**config.mk**
```make
export PLATFORM = sky130hd
export DESIGN_NAME = maybe_delay_pipe
export DESIGN_NICKNAME = d
export VERILOG_FILES = /design/src/rtl/maybe_pkg.sv /design/src/rtl/maybe_stage.sv /design/src/rtl/maybe_delay_pipe.sv
export SDC_FILE = /design/constraint.sdc
export NUM_CORES = 1
export LEC_CHECK = 0
export ABC_AREA = 1
export CAP_MARGIN = 20
export CORE_MARGIN = 5
export CORE_UTILIZATION = 49
export DETAILED_ROUTE_END_ITERATION = 7
export PLACE_DENSITY = 0.86
export SYNTH_ARGS = -nofsm -noshare
export SYNTH_HDL_FRONTEND = slang
export SYNTH_SLANG_ARGS = --single-unit
```
**constraint.sdc**
```tcl
create_clock -name clk -period 2 [get_ports clk]
set_input_delay 0.6 -clock clk [delete_from_list [all_inputs] [get_ports clk]]
set_output_delay 0.6 -clock clk [all_outputs]
set_load 0.01 [all_outputs]
```
**src/rtl/maybe_pkg.sv**
```systemverilog
// Shared types and helpers for the Maybe delay line.
// maybe_t is the default-width (8-bit payload) Maybe encoding. Modules
// with a different payload width declare the same layout locally.
package maybe_pkg;

  localparam int MAYBE_W = 8;

  typedef struct packed {
    logic               valid;
    logic [MAYBE_W-1:0] data;
  } maybe_t;

  // Canonical Nothing: valid clear and an all-zero payload.
  function automatic maybe_t nothing();
    maybe_t m;
    m = '0;
    return m;
  endfunction

  // Increment v, saturating at 2^cw - 1. The 32-bit container lets one
  // helper serve any counter width up to 32 bits; callers truncate.
  function automatic logic [31:0] sat_inc(input logic [31:0] v, input int cw);
    logic [31:0] max_v;
    if (cw >= 32) begin
      max_v = '1;
    end else begin
      max_v = (32'd1 << cw) - 32'd1;
    end
    if (v >= max_v) begin
      return max_v;
    end
    return v + 32'd1;
  endfunction

endpackage

```
**src/rtl/maybe_stage.sv**
```systemverilog
// One Maybe register with enable and synchronous active-high reset.
// Captured values are kept canonical: a Nothing is always stored with an
// all-zero payload, so the last stage can drive the outputs directly.
module maybe_stage
  import maybe_pkg::*;
#(
  parameter int W = 8
) (
  input  logic         clk,
  input  logic         rst,
  input  logic         en_i,
  input  logic         vld_i,
  input  logic [W-1:0] data_i,
  output logic         vld_o,
  output logic [W-1:0] data_o
);

  logic         vld_q;
  logic         vld_d;
  logic [W-1:0] data_q;
  logic [W-1:0] data_d;

  // Next state: load the (canonicalised) input when enabled, else hold.
  always_comb begin
    vld_d  = vld_q;
    data_d = data_q;
    if (en_i) begin
      vld_d  = vld_i;
      data_d = vld_i ? data_i : '0;
    end
  end

  // Stage register; reset clears both the valid bit and the payload so no
  // stale data survives a mid-stream reset.
  always_ff @(posedge clk) begin
    if (rst) begin
      vld_q  <= 1'b0;
      data_q <= '0;
    end else begin
      vld_q  <= vld_d;
      data_q <= data_d;
    end
  end

  assign vld_o  = vld_q;
  assign data_o = data_q;

endmodule

```
**src/rtl/maybe_delay_pipe.sv**
```systemverilog
// DEPTH-stage delay line for Maybe streams (valid + W-bit payload) with a
// global stall, an occupancy counter and a saturating drop counter.
// Optional feature macro: SIG_HOLD_LAST_EN -- when defined, __out1 shows the
// last valid payload that left the pipe while __out0 is low, instead of 0.
// All outputs come straight from registers; there is no input-to-output
// combinational path.
module maybe_delay_pipe
  import maybe_pkg::*;
#(
  parameter int W     = 8,
  parameter int DEPTH = 3,
  parameter int CW    = 4
) (
  input  logic                         clk,
  input  logic                         rst,
  input  logic                         __in0,
  input  logic [W-1:0]                 __in1,
  input  logic                         __in2,
  output logic                         __out0,
  output logic [W-1:0]                 __out1,
  output logic [$clog2(DEPTH+1)-1:0]   __out2,
  output logic [CW-1:0]                __out3
);

  localparam int OW = $clog2(DEPTH+1);

  // Advance when not stalled; every stage shares this enable.
  logic adv;
  assign adv = !__in2;

  logic [DEPTH-1:0]        vld_s;
  logic [DEPTH-1:0][W-1:0] data_s;

  logic         tail_vld;
  logic [W-1:0] tail_data;
  assign tail_vld  = vld_s[DEPTH-1];
  assign tail_data = data_s[DEPTH-1];

  // Stage chain: stage 0 takes the input, stage i takes stage i-1.
  for (genvar i = 0; i < DEPTH; i++) begin : gen_stage
    if (i == 0) begin : g_head
      maybe_stage #(.W(W)) u_stage (
        .clk    (clk),
        .rst    (rst),
        .en_i   (adv),
        .vld_i  (__in0),
        .data_i (__in1),
        .vld_o  (vld_s[i]),
        .data_o (data_s[i])
      );
    end else begin : g_body
      maybe_stage #(.W(W)) u_stage (
        .clk    (clk),
        .rst    (rst),
        .en_i   (adv),
        .vld_i  (vld_s[i-1]),
        .data_i (data_s[i-1]),
        .vld_o  (vld_s[i]),
        .data_o (data_s[i])
      );
    end
  end

  // Saturating drop-counter step, kept separate from the counter logic.
  function automatic logic [CW-1:0] drop_step(input logic [CW-1:0] v);
    logic [31:0] wide;
    wide = sat_inc(32'(v), CW);
    return wide[CW-1:0];
  endfunction

  logic          enter;
  logic          leave;
  logic [OW-1:0] occ_q;
  logic [OW-1:0] occ_d;
  logic [CW-1:0] drop_q;
  logic [CW-1:0] drop_d;

  assign enter = adv & __in0;
  assign leave = adv & tail_vld;

  // Counter next state: occupancy tracks enters minus exits; a Just that
  // arrives during a stall is lost and counted.
  always_comb begin
    occ_d  = occ_q + OW'(enter) - OW'(leave);
    drop_d = drop_q;
    if (__in2 && __in0) begin
      drop_d = drop_step(drop_q);
    end
  end

  // Counter registers.
  always_ff @(posedge clk) begin
    if (rst) begin
      occ_q  <= '0;
      drop_q <= '0;
    end else begin
      occ_q  <= occ_d;
      drop_q <= drop_d;
    end
  end

  assign __out0 = tail_vld;
  assign __out2 = occ_q;
  assign __out3 = drop_q;

`ifdef SIG_HOLD_LAST_EN
  logic [W-1:0] hold_q;
  logic [W-1:0] hold_d;

  // Remember the payload of each valid value as it leaves the pipe.
  always_comb begin
    hold_d = hold_q;
    if (leave) begin
      hold_d = tail_data;
    end
  end

  // Hold register.
  always_ff @(posedge clk) begin
    if (rst) begin
      hold_q <= '0;
    end else begin
      hold_q <= hold_d;
    end
  end

  assign __out1 = tail_vld ? tail_data : hold_q;
`else
  // Stages store Nothing with a zero payload, so the tail is already canonical.
  assign __out1 = tail_data;
`endif

endmodule
```
# [Word-level counts from Yosys, hierarchy flattened]
# Cells that the tools add are included.
[classes] magnitude_cmp=1 reduce_logical=2 bitwise_logic=2 n_mux=8 addsub=3
[ops] op="4-bit by 32-bit >= comparator with 1-bit output" n=1
[ops] op="32-bit two-way mux" n=1
[ops] op="8-bit two-way mux" n=3
[ops] op="4-bit two-way mux" n=2
[ops] op="4-bit by 1-bit adder with 4-bit output, second input constant" n=1
[ops] op="2-bit by 1-bit adder with 2-bit output" n=1
[ops] op="1-bit bitwise AND" n=2
[ops] op="1-bit two-way mux" n=2
[ops] op="2-bit by 1-bit subtractor with 2-bit output" n=1
[ops] op="1-bit logical AND" n=1
[ops] op="1-bit logical NOT" n=1
[totals] output_inout_bits=15 input_bits=12 ff_bits=33 wordCells=24

# [Depth between registers and ports, before layout]
# Gate-level depths: netlist (run 1).
[logic_depth] ltp_word=6 ltp_mapped=9 ltp_nobuf=9

# [Hierarchy]
# A second synthesis (run 1) with hierarchy kept.
[unflattened] hier_cells=166 area_unflattened_um2=1307.5
[by_module_without_submodules] mod="maybe_stage" area_each_um2=326.6 n_inst=3 seq_area_each_um2=180.2 cells_per_inst=40
[by_module_without_submodules] mod="maybe_delay_pipe" area_each_um2=327.8 n_inst=1 seq_area_each_um2=120.1 cells_per_inst=46

# [Worst setup path before layout (run 1)]
# OpenSTA, ideal clock, no wires.
[synth_path] path_type="input-to-reg" from="in __in2" to="reg occ_q[0] (netlist: __out2[0])" required_time_ps=1883 path_stages=8 n_path_buf=1 setup_time_ps=117 slack_ps=232 arrival_ps=1651 path_cell_list="buf_6 > nor2_2 > inv_1 > ha_1 > inv_1 > ha_1 > inv_1 > nor2_1"
[synth_via] elab_chain_cells=4 word_cells_on_any_way=5 classes_between="add/sub (2); bitwise (2); reduce/logical (1)"
[synth_rtl] element="start: declaration" line="maybe_delay_pipe.sv:18" rtl="input logic __in2,"
[synth_rtl] element="1-bit logical NOT (*)" line="maybe_delay_pipe.sv:29" rtl="assign adv = !__in2;"
[synth_rtl] element="1-bit bitwise AND" line="maybe_delay_pipe.sv:78" rtl="assign enter = adv & __in0;"
[synth_rtl] element="2-bit by 1-bit adder with 2-bit output" line="maybe_delay_pipe.sv:84" rtl="occ_d = occ_q + OW'(enter) - OW'(leave);"
[synth_rtl] element="2-bit by 1-bit subtractor with 2-bit output (*)" line="maybe_delay_pipe.sv:84"
[synth_rtl] element="via occ_d[0]" line="maybe_delay_pipe.sv:74" rtl="logic [OW-1:0] occ_d;"
[synth_rtl] element="end signal: assignment" line="maybe_delay_pipe.sv:94" rtl="occ_q <= '0;"
[synth_rtl] element="end signal: assignment" line="maybe_delay_pipe.sv:97" rtl="occ_q <= occ_d;"
[synth_rtl] element="end: declaration" line="maybe_delay_pipe.sv:73" rtl="logic [OW-1:0] occ_q;"
# The timed path passes the listed nets; every way through them passes the cells marked *.
# A chain may end at the register's enable or synchronous reset.

# [Worst setup path in the final report (run 1)]
[layout_path] from="reg drop_q[3] (netlist: __out3[3])" to="out __out3[3]"
[layout_rtl] element="start: declaration" line="maybe_delay_pipe.sv:75" rtl="logic [CW-1:0] drop_q;"
[layout_rtl] element="start signal: assignment" line="maybe_delay_pipe.sv:98" rtl="drop_q <= drop_d;"
[layout_rtl] element="end: declaration" line="maybe_delay_pipe.sv:22" rtl="output logic [CW-1:0] __out3"
# No word-level cell between the ends.

==> out/summary.log, run 1 <==
[status] result of the run finished, final reports clean
[timing] slew at the pin closest to its max-slew limit 0.285 ns
[timing] setup repair after global routing missed its margin false
[worst_hold_path] Worst Hold Path EP gen_stage[0].g_head.u_stage.data_o[5]$_SDFFE_PP0N_
[floorplanning] starting density of the core 50.0%
[yosys] synth unique cells 15
[placed_design] count of placed standard cells including taps 218
[route] wire length per cell 10.3 um
[critical_path] Slowest Stage Delay on Critical Path 0.56 ns
[route] DRT Wirelength 2.31 mm
[critical_path] Reg2Reg Depth 7
[yosys] post-synthesis sequential area ratio 49.2%
[floorplanning] DIE AREA 3890 um^2
[clock_tree] CTS tree done
[worst_hold_path] worst hold-check path type register to register
[clock_tree] count of instances resized after the clock tree is built 0
[floorplanning] core region area 2690 um^2
[clock_tree] root buffer selected by CTS sky130_fd_sc_hd__clkbuf_4
[clock_tree] H-tree depth 2
[finish] synthesis-to-finish area growth 21.2%
[critical_path] WS Path Type register to output port
[finish] Final Instance Area 1630 um^2
[route] vias per cell 4.73
[yosys] share of the synthesized area in compound gates (AO/OA/AOI/OAI) 12.5%
[critical_path] reg2reg start gen_stage[2].g_body.u_stage.vld_o$_SDFFE_PP0N_
[run] maxcap violations 0
[yosys] cells after synthesis 171
[yosys] Cell Area, Synth 1340 um^2
[finish] multi-input combinational cell area 529 um^2
[timing] Rel. slew slack 81.0%
[global_routing] global route overflow 0
[yosys] average instance area after synthesis 7.85 um^2
[floorplanning] Top-Level Pins 27
[yosys] Synth Area in XOR/XNOR 0.652%
[critical_path] number of buffers and inverters on the critical path 1
[floorplanning] count of standard-cell rows 19
[placed_design] post-placement cell area 1570 um^2
[finish] number of fill cells in the layout 255
[yosys] YS warnings 0
[timing] Total Neg Setup Slack 0 ns
[worst_hold_path] launch instance of the worst min-delay path gen_stage[0].g_head.u_stage.data_o[5]$_SDFFE_PP0N_
[route] DRC violations left 0
[finish] area taken by flip-flops and latches 661 um^2
[critical_path] endpoint of the worst register-to-register path __out2[0]$_SDFF_PP0_
[floorplanning] height of the die 62.3 um
[timing] setup-violating endpoint count in the final report 0
[timing] period utilization 94.1%
[placed_design] count of buffers inserted at the top-level ports 26
[critical_path] data required time of the critical path 1.40 ns
[route] 1st-pass router iterations 4
[critical_path] CP startpoint kind register
[finish] proportion of layout cells with a drive suffix above 1 7.22%
[yosys] multiplexer share of the synthesized area 0%
[route] violation count after the first detailed-routing iteration 44
[power_and_ir_drop] worst IR drop on VDD 500 uV
[finish] final net count 209
[yosys] adder-cell area share of the yosys netlist 2.80%
[timing] Clock Skew 0.00434 ns
[power_and_ir_drop] PnR Total Power 1150 uW
[worst_hold_path] WHS Path Cells 2
[critical_path] Critical Path Sink Type output port
[yosys] total of flip-flops plus latches after synthesis 33
[power_and_ir_drop] areal power density over the cells 708 nW/um^2
[clock_tree] number of post-CTS setup repair buffers 0
[route] via count 1064
[finish] most common cell after layout, fill and taps aside sky130_fd_sc_hd__nand2_1
[critical_path] critical path arrival 1.28 ns
[timing] Min Clock Period, post-route 1.88 ns
[yosys] main combinational cell family by area after synthesis simple AND/OR/NAND/NOR gates
[clock_tree] number of buffers created by CTS 5
[yosys] Post-Synthesis Net Count 186
[global_routing] wire length of the first global-routing pass 4.15 mm
[clock_tree] Max Buffers Root-to-Sink 2
[critical_path] category of cells accounting for the largest share of critical-path delay buffers and inverters
[critical_path] biggest fanout along the worst timing path 5
[clock_tree] clk sinks 33
[floorplanning] Die X 62.3 um
[timing] Final Max Tran Viols 0
[global_routing] largest net degree at the start of global routing 29
[clock_tree] CTS clk-pin slew, worst paths 0.09 ns
[yosys] fraction of the mapped netlist area in simple logic gates 23.5%
[critical_path] master of the slowest instance on the critical path sky130_fd_sc_hd__clkdlybuf4s50_1
[finish] # diodes 0
[global_routing] number of antenna violations at the first check in global routing 0
[timing] achievable clock frequency 532 MHz
[critical_path] minimum setup slack among reg-to-reg paths 0.78 ns
[global_routing] via count of the first global-routing pass 1004
[clock_tree] number of buffers added to fix hold violations after cts 0
[clock_tree] Skew-Pair Late Insertion Delay 0.33 ns
[critical_path] Cell Chain, Critical Path clkdlybuf4s50_1
[global_routing] total routing usage reported by global routing 13.1%
[route] Final ANT Viol Nets 0
[placed_design] Final GP Congestion 0.695
[placed_design] DP Wirelength 1.59 mm
[power_and_ir_drop] Leakage 0.000648 uW
[finish] post-route non-filler standard cell count 225
[timing] final hold viol count 0
[finish] commonest non-fill, non-tap cells in the layout sky130_fd_sc_hd__nand2_1 (56), sky130_fd_sc_hd__dfxtp_1 (33), sky130_fd_sc_hd__a21oi_1 (29), sky130_fd_sc_hd__clkdlybuf4s50_1 (26), sky130_fd_sc_hd__nor2_1 (13)
cells by family after synthesis:
kind of cell    count (synthesis)
compound gates                 33
buf+inv                        27
simple gates                   74
fa+ha+maj                       3
xor+xnor                        1
flops                          33
final cells by class:
class	count	share of cell area, %
well taps	31	2.38
clock buffers	7	3.38
flip-flops and latches	33	40.6
repair buffers	31	18.3
inverters	12	2.77
multi-input cells	111	32.5
power by group:
| part | switching (uW) | internal (uW) | total, uW | leakage [uW] |
|---|---|---|---|---|
| registers | 9.16 | 671 | 681 | 0.000268 |
| clock network | 200 | 166 | 366 | 0.0000314 |
| logic | 54.1 | 50.7 | 105 | 0.000349 |
| total | 264 | 888 | 1150 | 0.000648 |
registers in the layout, indices dropped and copies added, names as in the netlist:
name                             cells
__out2                               2
__out3                               4
gen_stage.g_body.u_stage.data_o     16
gen_stage.g_body.u_stage.vld_o       2
gen_stage.g_head.u_stage.data_o      8
gen_stage.g_head.u_stage.vld_o       1
metal layers:
metal  global-route usage, %  vias up  wire length [um]
li1                        -      574                 -
met3                    5.95        6               133
met2                    22.5       19              1130
met4                    4.77        0                40
met1                    13.9      465              1000
met5                       0        -                 0
synth_stat cells, drive strengths merged:
cell    count  area (um^2)
dfxtp      33          661
inv        12         45.0
nand3       2         10.0
o21bai      1         7.51
a21oi      29          145
nand2      56          210
ha          3         37.5
nor2       16         95.1
xor2        1         8.76
o21ai       3         15.0
buf        15          108
per-stage QoR:
| stage | hold slack, ns | setup WS (ns) | util [%] |
|---|---|---|---|
| 4_1_cts | 0.462 | 0.102 | 60.5 |
| 3_5_place_dp | 0.449 | -0.0684 | 58.5 |
| 2_1_floorplan | 0.436 | 0.232 | - |
| 5_1_grt | 0.481 | 0.0254 | 60.5 |
| 6_report | 0.459 | 0.119 | 60.5 |
| 3_3_place_gp | 0.445 | -0.0435 | 58.5 |
worst max-delay path by stage:
stage / from / cells after the start / endpoint / slack (ns)
finish: __out3[3]$_SDFFE_PP0P_ / 1 / __out3[3] / 0.12
CTS: __out3[2]$_SDFFE_PP0P_ / 1 / __out3[2] / 0.10
global placement: __in2 / 7 / __out3[2]$_SDFFE_PP0P_ / -0.04
global route: __out3[3]$_SDFFE_PP0P_ / 1 / __out3[3] / 0.03
detailed placement: __in0 / 9 / __out2[0]$_SDFF_PP0_ / -0.07
floorplan: __in2 / 8 / __out2[0]$_SDFF_PP0_ / 0.23
(Power assumes the default switching activity.)
==> run 2, diff against run 1 <==
--- a/config.mk
+++ b/config.mk
@@ -11,6 +11,7 @@
 export CORE_UTILIZATION = 49
 export DETAILED_ROUTE_END_ITERATION = 7
 export PLACE_DENSITY = 0.86
+export SLEW_MARGIN = 10
 export SYNTH_ARGS = -nofsm -noshare
 export SYNTH_HDL_FRONTEND = slang
 export SYNTH_SLANG_ARGS = --single-unit
==> constraint.sdc (replaced) <==
create_clock -name clk -period 1.82 [get_ports clk]
set_input_delay 0.364 -clock clk [delete_from_list [all_inputs] [get_ports clk]]
set_output_delay 0.364 -clock clk [all_outputs]
set_load 0.01 [all_outputs]
==> run 2 against run 1 <==
Design area stayed put. Combinational power is 9% higher. Sequential power is 9.8% higher. Non-clock buffer count stayed put. Setup slack better by 0.047 ns. Power is 9.2% higher. Flip-flop and latch count stayed put. Via count is 0.66% lower. First-iteration DRC count is 14% lower. Largest cell class unchanged. Largest power group unchanged.
==> out/summary.log, run 2 (synthesis results as in run 1) <==
[timing] final hold viol count 0
[placed_design] post-placement cell area 1570 um^2
[floorplanning] count of standard-cell rows 19
[clock_tree] Max Buffers Root-to-Sink 2
[worst_hold_path] worst hold-check path type register to register
[critical_path] number of buffers and inverters on the critical path 1
[finish] number of flip-flops under the largest register name 16
[floorplanning] height of the die 62.3 um
[global_routing] total routing usage reported by global routing 13.3%
[route] DRT Wirelength 2.30 mm
[power_and_ir_drop] worst IR drop on VDD 600 uV
[finish] commonest non-fill, non-tap cells in the layout sky130_fd_sc_hd__nand2_1 (56), sky130_fd_sc_hd__dfxtp_1 (33), sky130_fd_sc_hd__a21oi_1 (29), sky130_fd_sc_hd__clkdlybuf4s50_1 (26), sky130_fd_sc_hd__nor2_1 (13)
[critical_path] Worst setup startpoint __out3[3]$_SDFFE_PP0P_
[route] violation count after the first detailed-routing iteration 38
[floorplanning] core region area 2690 um^2
[finish] Final Instance Area 1630 um^2
[placed_design] Post-Place Setup Slack -0.00777 ns
[critical_path] Reg2Reg Depth 7
[clock_tree] number of post-CTS setup repair buffers 0
[timing] achievable clock frequency 604 MHz
[global_routing] global route overflow 0
[critical_path] endpoint of the worst register-to-register path __out2[0]$_SDFF_PP0_
[clock_tree] Skew-Pair Late Insertion Delay 0.33 ns
[critical_path] WS Path Type register to output port
[timing] slew at the pin closest to its max-slew limit 0.283 ns
[critical_path] master of the slowest instance on the critical path sky130_fd_sc_hd__clkdlybuf4s50_1
[critical_path] category of cells accounting for the largest share of critical-path delay buffers and inverters
[timing] Clock Skew 0.00564 ns
[critical_path] data required time of the critical path 1.46 ns
[timing] setup-violating endpoint count in the final report 0
[route] wire length per cell 10.2 um
[critical_path] path length in cells of the critical path 1
[clock_tree] count of instances resized after the clock tree is built 0
[timing] Final Max Tran Viols 0
[power_and_ir_drop] Leakage 0.000648 uW
[finish] # diodes 0
[floorplanning] DIE AREA 3890 um^2
[critical_path] minimum setup slack among reg-to-reg paths 0.62 ns
[timing] setup repair after global routing missed its margin false
[clock_tree] number of buffers created by CTS 5
[placed_design] count of buffers inserted at the top-level ports 26
[route] DRC violations left 0
[global_routing] wire length of the first global-routing pass 4.22 mm
[worst_hold_path] launch instance of the worst min-delay path gen_stage[0].g_head.u_stage.data_o[5]$_SDFFE_PP0N_
[clock_tree] H-tree depth 2
[finish] synthesis-to-finish area growth 21.2%
[route] Final ANT Viol Nets 0
[finish] proportion of layout cells with a drive suffix above 1 8.21%
[clock_tree] number of buffers added to fix hold violations after cts 0
[placed_design] Final GP Congestion 0.695
[route] 1st-pass router iterations 6
[global_routing] via count of the first global-routing pass 997
[power_and_ir_drop] areal power density over the cells 773 nW/um^2
[finish] final net count 209
[route] vias per cell 4.68
[finish] most common cell after layout, fill and taps aside sky130_fd_sc_hd__nand2_1
[critical_path] CP startpoint kind register
[critical_path] critical path arrival 1.29 ns
[global_routing] largest net degree at the start of global routing 29
[clock_tree] CTS clk-pin slew, worst paths 0.10 ns
[clock_tree] clk sinks 33
[critical_path] biggest fanout along the worst timing path 5
[clock_tree] root buffer selected by CTS sky130_fd_sc_hd__clkbuf_4
[critical_path] last element of the critical path __out3[3]
[timing] Min Clock Period, post-route 1.65 ns
[critical_path] Cell Chain, Critical Path clkdlybuf4s50_1
[timing] min setup slack post-route 0.165 ns
[clock_tree] CTS tree done
[floorplanning] Die X 62.3 um
[placed_design] DP Wirelength 1.64 mm
[floorplanning] starting density of the core 50.0%
[floorplanning] Top-Level Pins 27
[global_routing] number of antenna violations at the first check in global routing 0
[status] result of the run finished, final reports clean
[timing] Rel. slew slack 81.2%
[critical_path] reg2reg start gen_stage[2].g_body.u_stage.vld_o$_SDFFE_PP0N_
[route] via count 1057
[run] maxcap violations 0
[critical_path] Slowest Stage Delay on Critical Path 0.56 ns
[critical_path] Critical Path Sink Type output port
[timing] period utilization 90.9%
[run 2: area by class of cell]
cell class              count  area [um^2]
repair buffers             31          298
clock buffers               5         37.5
multi-input cells         111          529
fillers                   253         1060
flip-flops and latches     33          661
inverters                  12         45.0
well taps                  31         38.8
clock inverters             3         17.5
[run 2: metal layers]
metal  GRT usage [%]  routed length [um]  vias to the layer above
met5               0                   0                        -
met4            6.37                  51                        0
met3            5.41                 129                        6
met2            21.6                1120                       21
met1            15.1                1000                      455
li1                -                   -                      575
[run 2: where the power goes]
part           leakage [uW]  internal [uW]  total, uW  switching, uW
Clock             0.0000310            145        396            250
Sequential         0.000268            738        748           10.1
Combinational      0.000349           55.5        114           58.5
[run 2: worst min-delay path: cells and delay by family (launching register included)]
kind	cells	cell delay (ns)
simple gates	1	0.05
compound gates	1	0.05
flops	1	0.32
[run 2: worst min-delay path by stage]
stage                                                               endpoint  cells after the start  slack (ns)
final                     gen_stage[0].g_head.u_stage.data_o[5]$_SDFFE_PP0N_                      2        0.46
after global routing      gen_stage[0].g_head.u_stage.data_o[5]$_SDFFE_PP0N_                      2        0.48
after detailed placement  gen_stage[2].g_body.u_stage.data_o[2]$_SDFFE_PP0N_                      2        0.45
after CTS                 gen_stage[0].g_head.u_stage.data_o[5]$_SDFFE_PP0N_                      2        0.46
after floorplan           gen_stage[0].g_head.u_stage.data_o[5]$_SDFFE_PP0N_                      2        0.44
after global placement    gen_stage[1].g_body.u_stage.data_o[0]$_SDFFE_PP0N_                      2        0.45
[run 2: stage by stage]
| stage | instances | utilization (%) | power, uW | hold slack, ns | setup TNS, ns |
|---|---|---|---|---|---|
| final | 226 | 60.5 | 1260 | 0.462 | 0 |
| after global routing | 226 | 60.5 | 1340 | 0.482 | 0 |
| after CTS | 226 | 60.5 | 1280 | 0.463 | 0 |
| after detailed placement | 218 | 58.5 | 880 | 0.449 | -0.0118 |
| after global placement | 218 | 58.5 | 877 | 0.445 | 0 |
| after floorplan | 171 | - | 828 | 0.436 | 0 |
